==> config.mk <==
export PLATFORM = sky130hd
export DESIGN_NAME = muldiv_unit_flat
export DESIGN_NICKNAME = d
export VERILOG_FILES = /design/src/rtl/muldiv_if.sv /design/src/rtl/muldiv_unit.sv /design/src/flat_wrapper.sv
export SDC_FILE = /design/constraint.sdc
export NUM_CORES = 1
export LEC_CHECK = 0
export CAP_MARGIN = 25
export CORE_UTILIZATION = 55
export DETAILED_ROUTE_END_ITERATION = 16
export HOLD_SLACK_MARGIN = 0.15
export PLACE_DENSITY_LB_ADDON = 0.12
export SETUP_SLACK_MARGIN = 0.02
export SYNTH_ARGS = -nofsm -noshare
export SYNTH_HDL_FRONTEND = slang
export SYNTH_SLANG_ARGS = --single-unit
export TNS_END_PERCENT = 30
==> constraint.sdc <==
create_clock -name clk -period 8.3 [get_ports clk]
set_input_delay 1.66 -clock clk [delete_from_list [all_inputs] [get_ports clk]]
set_output_delay 1.66 -clock clk [all_outputs]
set_load 0.02 [all_outputs]
==> src/rtl/muldiv_if.sv <==
// Handshake and result bundle between the execute stage and the iterative
// multiply/divide unit.
interface muldiv_if #(
   parameter int WIDTH = 32
);
   logic             start;
   logic [1:0]       mdControl;
   logic [WIDTH-1:0] srcA;
   logic [WIDTH-1:0] srcB;
   logic             hiWrite;
   logic             loWrite;
   logic [WIDTH-1:0] wrData;
   logic             busy;
   logic             done;
   logic             divByZero;
   logic [WIDTH-1:0] hi;
   logic [WIDTH-1:0] lo;

   modport master (
      output start, mdControl, srcA, srcB, hiWrite, loWrite, wrData,
      input  busy, done, divByZero, hi, lo
   );

   modport slave (
      input  start, mdControl, srcA, srcB, hiWrite, loWrite, wrData,
      output busy, done, divByZero, hi, lo
   );
endinterface

==> src/rtl/muldiv_unit.sv <==
// Iterative MULT/MULTU/DIV/DIVU unit: shift-add multiply and restoring divide
// on magnitudes, sign fix-up in a final cycle, results held in HI/LO.
module muldiv_unit #(
   parameter int WIDTH = 32
) (
   input logic     clk,
   input logic     reset,
   muldiv_if.slave md
);
   localparam int CW = $clog2(WIDTH);
   localparam int PW = 2 * WIDTH;

   typedef enum logic [1:0] {IDLE, CALC, FIX} state_t;

   state_t state, state_nxt;

   logic [CW-1:0]    cnt;
   logic             is_div, dz, negQ, negR;
   logic [WIDTH-1:0] acc, mplr, opb;
   logic [WIDTH-1:0] hi_r, lo_r;
   logic             done_r, dbz_r;

   logic signed [WIDTH-1:0] sa_s, sb_s;
   logic             sgn_op, start_dz;
   logic [WIDTH:0]   mul_sum, div_shift, div_diff;
   logic [PW-1:0]    prod;

   function automatic logic [WIDTH-1:0] mag(input logic signed [WIDTH-1:0] v,
                                            input logic en);
      return (en && v[WIDTH-1]) ? WIDTH'(-v) : WIDTH'(v);
   endfunction

   function automatic logic [WIDTH-1:0] negw(input logic en, input logic [WIDTH-1:0] v);
      return en ? (~v + WIDTH'(1)) : v;
   endfunction

   function automatic logic [PW-1:0] neg2(input logic en, input logic [PW-1:0] v);
      return en ? (~v + PW'(1)) : v;
   endfunction

   assign sa_s     = md.srcA;
   assign sb_s     = md.srcB;
   assign sgn_op   = ~md.mdControl[0];
   assign start_dz = md.mdControl[1] && (md.srcB == '0);

   // One iteration of each algorithm; the 33-bit width keeps the add carry
   // and the sign of the trial subtraction.
   assign mul_sum   = {1'b0, acc} + (mplr[0] ? {1'b0, opb} : '0);
   assign div_shift = {acc, mplr[WIDTH-1]};
   assign div_diff  = div_shift - {1'b0, opb};
   assign prod      = neg2(negQ, {acc, mplr});

   always_ff @(posedge clk or posedge reset) begin
      if (reset) state <= IDLE;
      else       state <= state_nxt;
   end

   always_comb begin
      state_nxt = state;
      case (state)
         IDLE:    if (md.start) state_nxt = start_dz ? FIX : CALC;
         CALC:    if (cnt == CW'(WIDTH - 1)) state_nxt = FIX;
         FIX:     state_nxt = IDLE;
         default: state_nxt = IDLE;
      endcase
   end

   always_ff @(posedge clk or posedge reset) begin
      if (reset) begin
         cnt    <= '0;
         is_div <= 1'b0;
         dz     <= 1'b0;
         negQ   <= 1'b0;
         negR   <= 1'b0;
         acc    <= '0;
         mplr   <= '0;
         opb    <= '0;
         hi_r   <= '0;
         lo_r   <= '0;
         done_r <= 1'b0;
         dbz_r  <= 1'b0;
      end else begin
         done_r <= (state == FIX);
         case (state)
            IDLE: begin
               if (md.start) begin
                  is_div <= md.mdControl[1];
                  dz     <= start_dz;
                  dbz_r  <= 1'b0;
                  cnt    <= '0;
                  acc    <= '0;
                  negQ   <= sgn_op & (sa_s[WIDTH-1] ^ sb_s[WIDTH-1]);
                  negR   <= sgn_op & sa_s[WIDTH-1];
                  // A zero divisor skips the iterations; keep the raw dividend for HI.
                  mplr   <= start_dz ? md.srcA : mag(sa_s, sgn_op);
                  opb    <= mag(sb_s, sgn_op);
               end else begin
                  if (md.hiWrite) hi_r <= md.wrData;
                  if (md.loWrite) lo_r <= md.wrData;
               end
            end
            CALC: begin
               cnt <= cnt + CW'(1);
               if (is_div) begin
                  acc  <= div_diff[WIDTH] ? div_shift[WIDTH-1:0] : div_diff[WIDTH-1:0];
                  mplr <= {mplr[WIDTH-2:0], ~div_diff[WIDTH]};
               end else begin
                  acc  <= mul_sum[WIDTH:1];
                  mplr <= {mul_sum[0], mplr[WIDTH-1:1]};
               end
            end
            FIX: begin
               dbz_r <= dz;
               if (dz) begin
                  hi_r <= mplr;
                  lo_r <= '1;
               end else if (is_div) begin
                  hi_r <= negw(negR, acc);
                  lo_r <= negw(negQ, mplr);
               end else begin
                  hi_r <= prod[PW-1:WIDTH];
                  lo_r <= prod[WIDTH-1:0];
               end
            end
            default: ;
         endcase
      end
   end

   assign md.busy      = (state != IDLE);
   assign md.done      = done_r;
   assign md.divByZero = dbz_r;
   assign md.hi        = hi_r;
   assign md.lo        = lo_r;
endmodule

==> src/flat_wrapper.sv <==
// flat-port wrapper written by rule: the top's interface ports become plain ports
module muldiv_unit_flat 
#(
   parameter int WIDTH = 32
)
  (clk, reset, md_start, md_mdControl, md_srcA, md_srcB, md_hiWrite, md_loWrite, md_wrData, md_busy, md_done, md_divByZero, md_hi, md_lo);
  muldiv_if #(.WIDTH(WIDTH)) md_i ();
  input logic clk;
  input logic reset;
  input wire logic [$bits(md_i.start)-1:0] md_start;
  input wire logic [$bits(md_i.mdControl)-1:0] md_mdControl;
  input wire logic [$bits(md_i.srcA)-1:0] md_srcA;
  input wire logic [$bits(md_i.srcB)-1:0] md_srcB;
  input wire logic [$bits(md_i.hiWrite)-1:0] md_hiWrite;
  input wire logic [$bits(md_i.loWrite)-1:0] md_loWrite;
  input wire logic [$bits(md_i.wrData)-1:0] md_wrData;
  output wire logic [$bits(md_i.busy)-1:0] md_busy;
  output wire logic [$bits(md_i.done)-1:0] md_done;
  output wire logic [$bits(md_i.divByZero)-1:0] md_divByZero;
  output wire logic [$bits(md_i.hi)-1:0] md_hi;
  output wire logic [$bits(md_i.lo)-1:0] md_lo;
  assign md_i.start = md_start;
  assign md_i.mdControl = md_mdControl;
  assign md_i.srcA = md_srcA;
  assign md_i.srcB = md_srcB;
  assign md_i.hiWrite = md_hiWrite;
  assign md_i.loWrite = md_loWrite;
  assign md_i.wrData = md_wrData;
  assign md_busy = md_i.busy;
  assign md_done = md_i.done;
  assign md_divByZero = md_i.divByZero;
  assign md_hi = md_i.hi;
  assign md_lo = md_i.lo;
  muldiv_unit #(.WIDTH(WIDTH)) u_core (.clk(clk), .reset(reset), .md(md_i));
endmodule
==> results <==
- The worst path needs 5.01 ns of the cycle, external delays included.
- The power per standard cell area is 473 nW/um^2.
- The total negative setup slack is 0 ns.
- The worst hold path belongs to the class reg2reg.
- Measured along the x axis, the die boundary spans 165 um.
- The worst hold path depth is 2.
- The critical path data required time is 8.62 ns.
- The H-tree depth reported by CTS is 4.
- The internal power summed over all cells is 0.00393 W.
- After routing the design area is 17000 um^2.
- The worst setup path is launched from an input pin.
- The critical path contains buffers and inverters numbering 2 combined.
- On the worst path, the slowest cell contributes a delay of 0.60 ns.
- The cell count after synthesis came out at 1859.
- The TritonCTS buffer count is 17.
- The detail route stage leaves a number of antenna-violating nets equal to 0.
- The number of global-route vias before repair is 13.6k.
- The final layout contains routed wiring with a total length of 47300 um.
- The critical path's slowest cell is sky130_fd_sc_hd__or4_1.
- The synthesized design contains 0 enable-type register cells.
- The die extent in y is 165 um.
- The number of buffers inserted to repair setup after CTS is 0.
- The number of vias after detailed routing is 14.5k.
- In the global route stage, overall resource usage came out at 0.352.
- The clock tree from TritonCTS is yes.
- The gate family responsible for the most delay along the worst path is simple AND/OR/NAND/NOR gates.
- The initial antenna violation count is 0.
- The clock latency reported for the late side of the worst-skew pair is 0.44 ns.
- The data arrival at the endpoint of the critical path is 5.33 ns.
- The remaining design rule violation count is 0.
- The kind of critical path is in2reg.
- The max-slew violation count is 0.
- In the synthesized netlist the dominant register cell turns out to be sky130_fd_sc_hd__dfrtp_1.
- The largest area contributor in the netlist is sky130_fd_sc_hd__dfrtp_1.
- After the first detailed-routing iteration, the DRC count stood at 1683.
- Counting every net in the synthesized netlist gives 2034.
- The distinct cell type count of the synthesized netlist is 70.
- The cell depth of the worst flop-to-flop path is 13.
- For this configuration, the core starts out at a cell density of 0.559.
- For this run, the share of the core covered by cells in the final layout is 0.654.
- The post-cts gate resize count is 0.
- Setup repair after global routing left no endpoint under its margin.
- From synthesis to final layout, the design area changed by 17.0%.
- In this run the standard cell core region covers 26000 um^2.
- The total of flip-flops plus latches after synthesis is 173.
- The async set-reset flop share out of synthesis is 1.00.
- The maximum achievable frequency is 200 MHz.
- In the final layout, the share of cells above drive strength 1 is 0.0430.
- Counting buffers and inverters, the worst setup path is 11 cells deep.
- The final layout contains 2115 nets.
- For the final database, setup skew stands at 0.0165 ns.
- The sequential cell fraction of total power is 0.242.
- The peak supply drop is 268 uV.
- The sequential element share of the synthesized area is 0.298.
- The kind of end point of the critical path is a register.
- Of the total power, the share spent switching nets is 0.511.
- The clock transition time at the flip-flop clock pins of the worst setup and hold paths is 0.08 ns.
- Summed over all cells, the static leakage comes to 6.93 nW.
- The worst hold-check slack is 0.482 ns.
- The die covers 27100 um^2.
- The first-pass GRT wire length is 74000 um.
- The count of endpoints failing hold in the final timing report is 0.
- The Yosys step of the flow raised 0 warnings.
- The total congestion overflow after global routing is 0.
- The flow ran to the end, and the final reports show no timing, DRC or antenna violations.
- The netlist area before placement is 14500 um^2.
- In this run the clock root is driven by a sky130_fd_sc_hd__clkbuf_16.
- The number of top-level design ports is 170.
- At the end of routability-driven placement, the weighted congestion stood at 0.962.
- The final-report setup violation count is 0.
- Dividing the detail-routed via count by the number of cells gives 6.34.
- The proportion of netlist area held by the largest area contributor is 0.298.
- After detailed placement, the total cell area comes to 16300 um^2.
- Entering global routing, the biggest net connects 74 pins.
- Hold repair after CTS inserted 0 buffers.
- The deepest clock path buffer count is 2.
- The number of antenna diodes in the final layout is 0.
- After legalization and detailed placement, the total HPWL measured 35800 um.
- The tool flagged a number of max-cap violations equal to 0.
- The number of rows in the core area is 59.
- CTS saw 173 sinks.
- Along the worst path, the maximum fanout reaches 16.
- The non-filler instance count after layout is 2288.
- The post-route fraction of the period consumed by the critical path is 0.603.
- Yosys attributes the largest share of cell area to sky130_fd_sc_hd__dfrtp_1 30%, sky130_fd_sc_hd__o21ai_0 7.7%, sky130_fd_sc_hd__ha_1 6.0%.
- The number of iterations in the first detailed-routing pass is 6.
- The share of total power dissipated in combinational logic is 0.653.
- The count of buffers added on input and output ports is 169.
- The worst pin sits at a relative slew slack of 0.279.
- The share of total power dissipated in the clock network is 0.106.
- The slew at the pin closest to its max-slew limit is 1.08 ns.
- Sorting the synthesized cells by how often they occur yields 224 x sky130_fd_sc_hd__o21ai_0, 189 x sky130_fd_sc_hd__nand2_1, 173 x sky130_fd_sc_hd__dfrtp_1, 154 x sky130_fd_sc_hd__nor2_1, 123 x sky130_fd_sc_hd__a21oi_1.
- The average cell area after synthesis is 7.82 um^2.
- The cell with the most instances after synthesis is sky130_fd_sc_hd__o21ai_0.
- Traced cell by cell, the critical path runs through clkdlybuf4s50_1 -> or4_1 -> nor4_1 -> nand4b_1 -> nor2_1 -> and4b_1 -> nor2_1 -> buf_4 -> o21ai_0 -> xor2_1 -> o21ai_0.
- In the final routed layout, each cell accounts on average for 20.7 um.
- Counting tap cells, the placed design contains a total of 2254 instances.
- For this design the total switching power over the nets is 0.00412 W.
## tightest hold or removal path: cells and delay by family, from the launching register on
family / cells / cell delay [ns]
flops: 1 / 0.34
compound gates: 1 / 0.06
simple gates: 1 / 0.05
## final cells by class
| type | count | area (um^2) |
|---|---|---|
| clock buffer | 18 | 439 |
| clock inverter | 14 | 169 |
| fill | 2342 | 8980 |
| inverter | 69 | 264 |
| multi-input combinational | 1488 | 9470 |
| sequential | 173 | 4330 |
| tap | 335 | 419 |
| timing repair buffer | 191 | 1910 |
## final timing paths
kind                                              start  slack [ns]                           end
hold / removal             u_core.md.lo[11]$_DFFE_PP0P_        0.48  u_core.md.lo[11]$_DFFE_PP0P_
max in group asynchronous                         reset        5.38  u_core.md.lo[25]$_DFFE_PP0P_
setup / recovery                             md_srcB[8]        3.29   u_core.mplr[15]$_DFFE_PP0P_
min in group asynchronous                         reset        1.70     u_core.opb[3]$_DFFE_PP0P_
setup reg to reg            u_core.mplr[31]$_DFFE_PP0P_        4.04    u_core.acc[16]$_DFFE_PP0P_
hold reg to reg            u_core.md.lo[11]$_DFFE_PP0P_        0.48  u_core.md.lo[11]$_DFFE_PP0P_
## layer usage
| layer | GRT usage | up-vias | share of wire |
|---|---|---|---|
| met3 | 0.0457 | 93 | 0.071 |
| met1 | 0.457 | 6839 | 0.41 |
| li1 | - | 6925 | - |
| met2 | 0.592 | 660 | 0.48 |
| met4 | 0.137 | 0 | 0.037 |
| met5 | 0 | - | 0 |
## registers in the layout, indices dropped and copies added, names as in the netlist
name,flops
u_core.acc,32
u_core.cnt,5
u_core.dz,1
u_core.is_div,1
u_core.md.divByZero,1
u_core.md.done,1
u_core.md.hi,32
u_core.md.lo,32
u_core.mplr,32
u_core.negQ,1
u_core.negR,1
u_core.opb,32
u_core.state,2
## stage by stage
stage | total power, W | setup slack, ns
6_report | 0.00805 | 3.29
5_1_grt | 0.00867 | 3.07
4_1_cts | 0.00794 | 3.38
3_5_place_dp | 0.00707 | 2.92
3_3_place_gp | 0.00698 | 3.02
2_1_floorplan | 0.00550 | 1.95
## power groups by stage
| stage | Sequential, W | Clock [W] | Combinational [W] |
|---|---|---|---|
| 3_5_place_dp | 0.00194 | 0 | 0.00513 |
| 6_report | 0.00194 | 0.000850 | 0.00526 |
| 5_1_grt | 0.00199 | 0.000892 | 0.00579 |
| 2_1_floorplan | 0.00172 | 0 | 0.00378 |
| 3_3_place_gp | 0.00192 | 0 | 0.00506 |
| 4_1_cts | 0.00192 | 0.000856 | 0.00516 |
## layout by cell type (no fill, tap or decap), types with 50 or more instances in the layout
cell type	count
sky130_fd_sc_hd__dfrtp_1	172
sky130_fd_sc_hd__ha_1	70
sky130_fd_sc_hd__xnor2_1	99
sky130_fd_sc_hd__nand2_1	189
sky130_fd_sc_hd__mux2i_1	50
sky130_fd_sc_hd__clkdlybuf4s50_1	169
sky130_fd_sc_hd__o21ai_0	224
sky130_fd_sc_hd__inv_1	67
sky130_fd_sc_hd__a21oi_1	123
sky130_fd_sc_hd__xor2_1	64
sky130_fd_sc_hd__nor2_1	154
## kinds of logic after synthesis
| group | Yosys count | synth area share |
|---|---|---|
| xor+xnor | 164 | 0.0988 |
| fa+ha+maj | 72 | 0.0630 |
| mux | 54 | 0.0375 |
| compound gates | 625 | 0.264 |
| buf+inv | 198 | 0.0515 |
| flops | 173 | 0.298 |
| simple gates | 573 | 0.187 |
No activity file was read; power rests on OpenSTA's default activity.
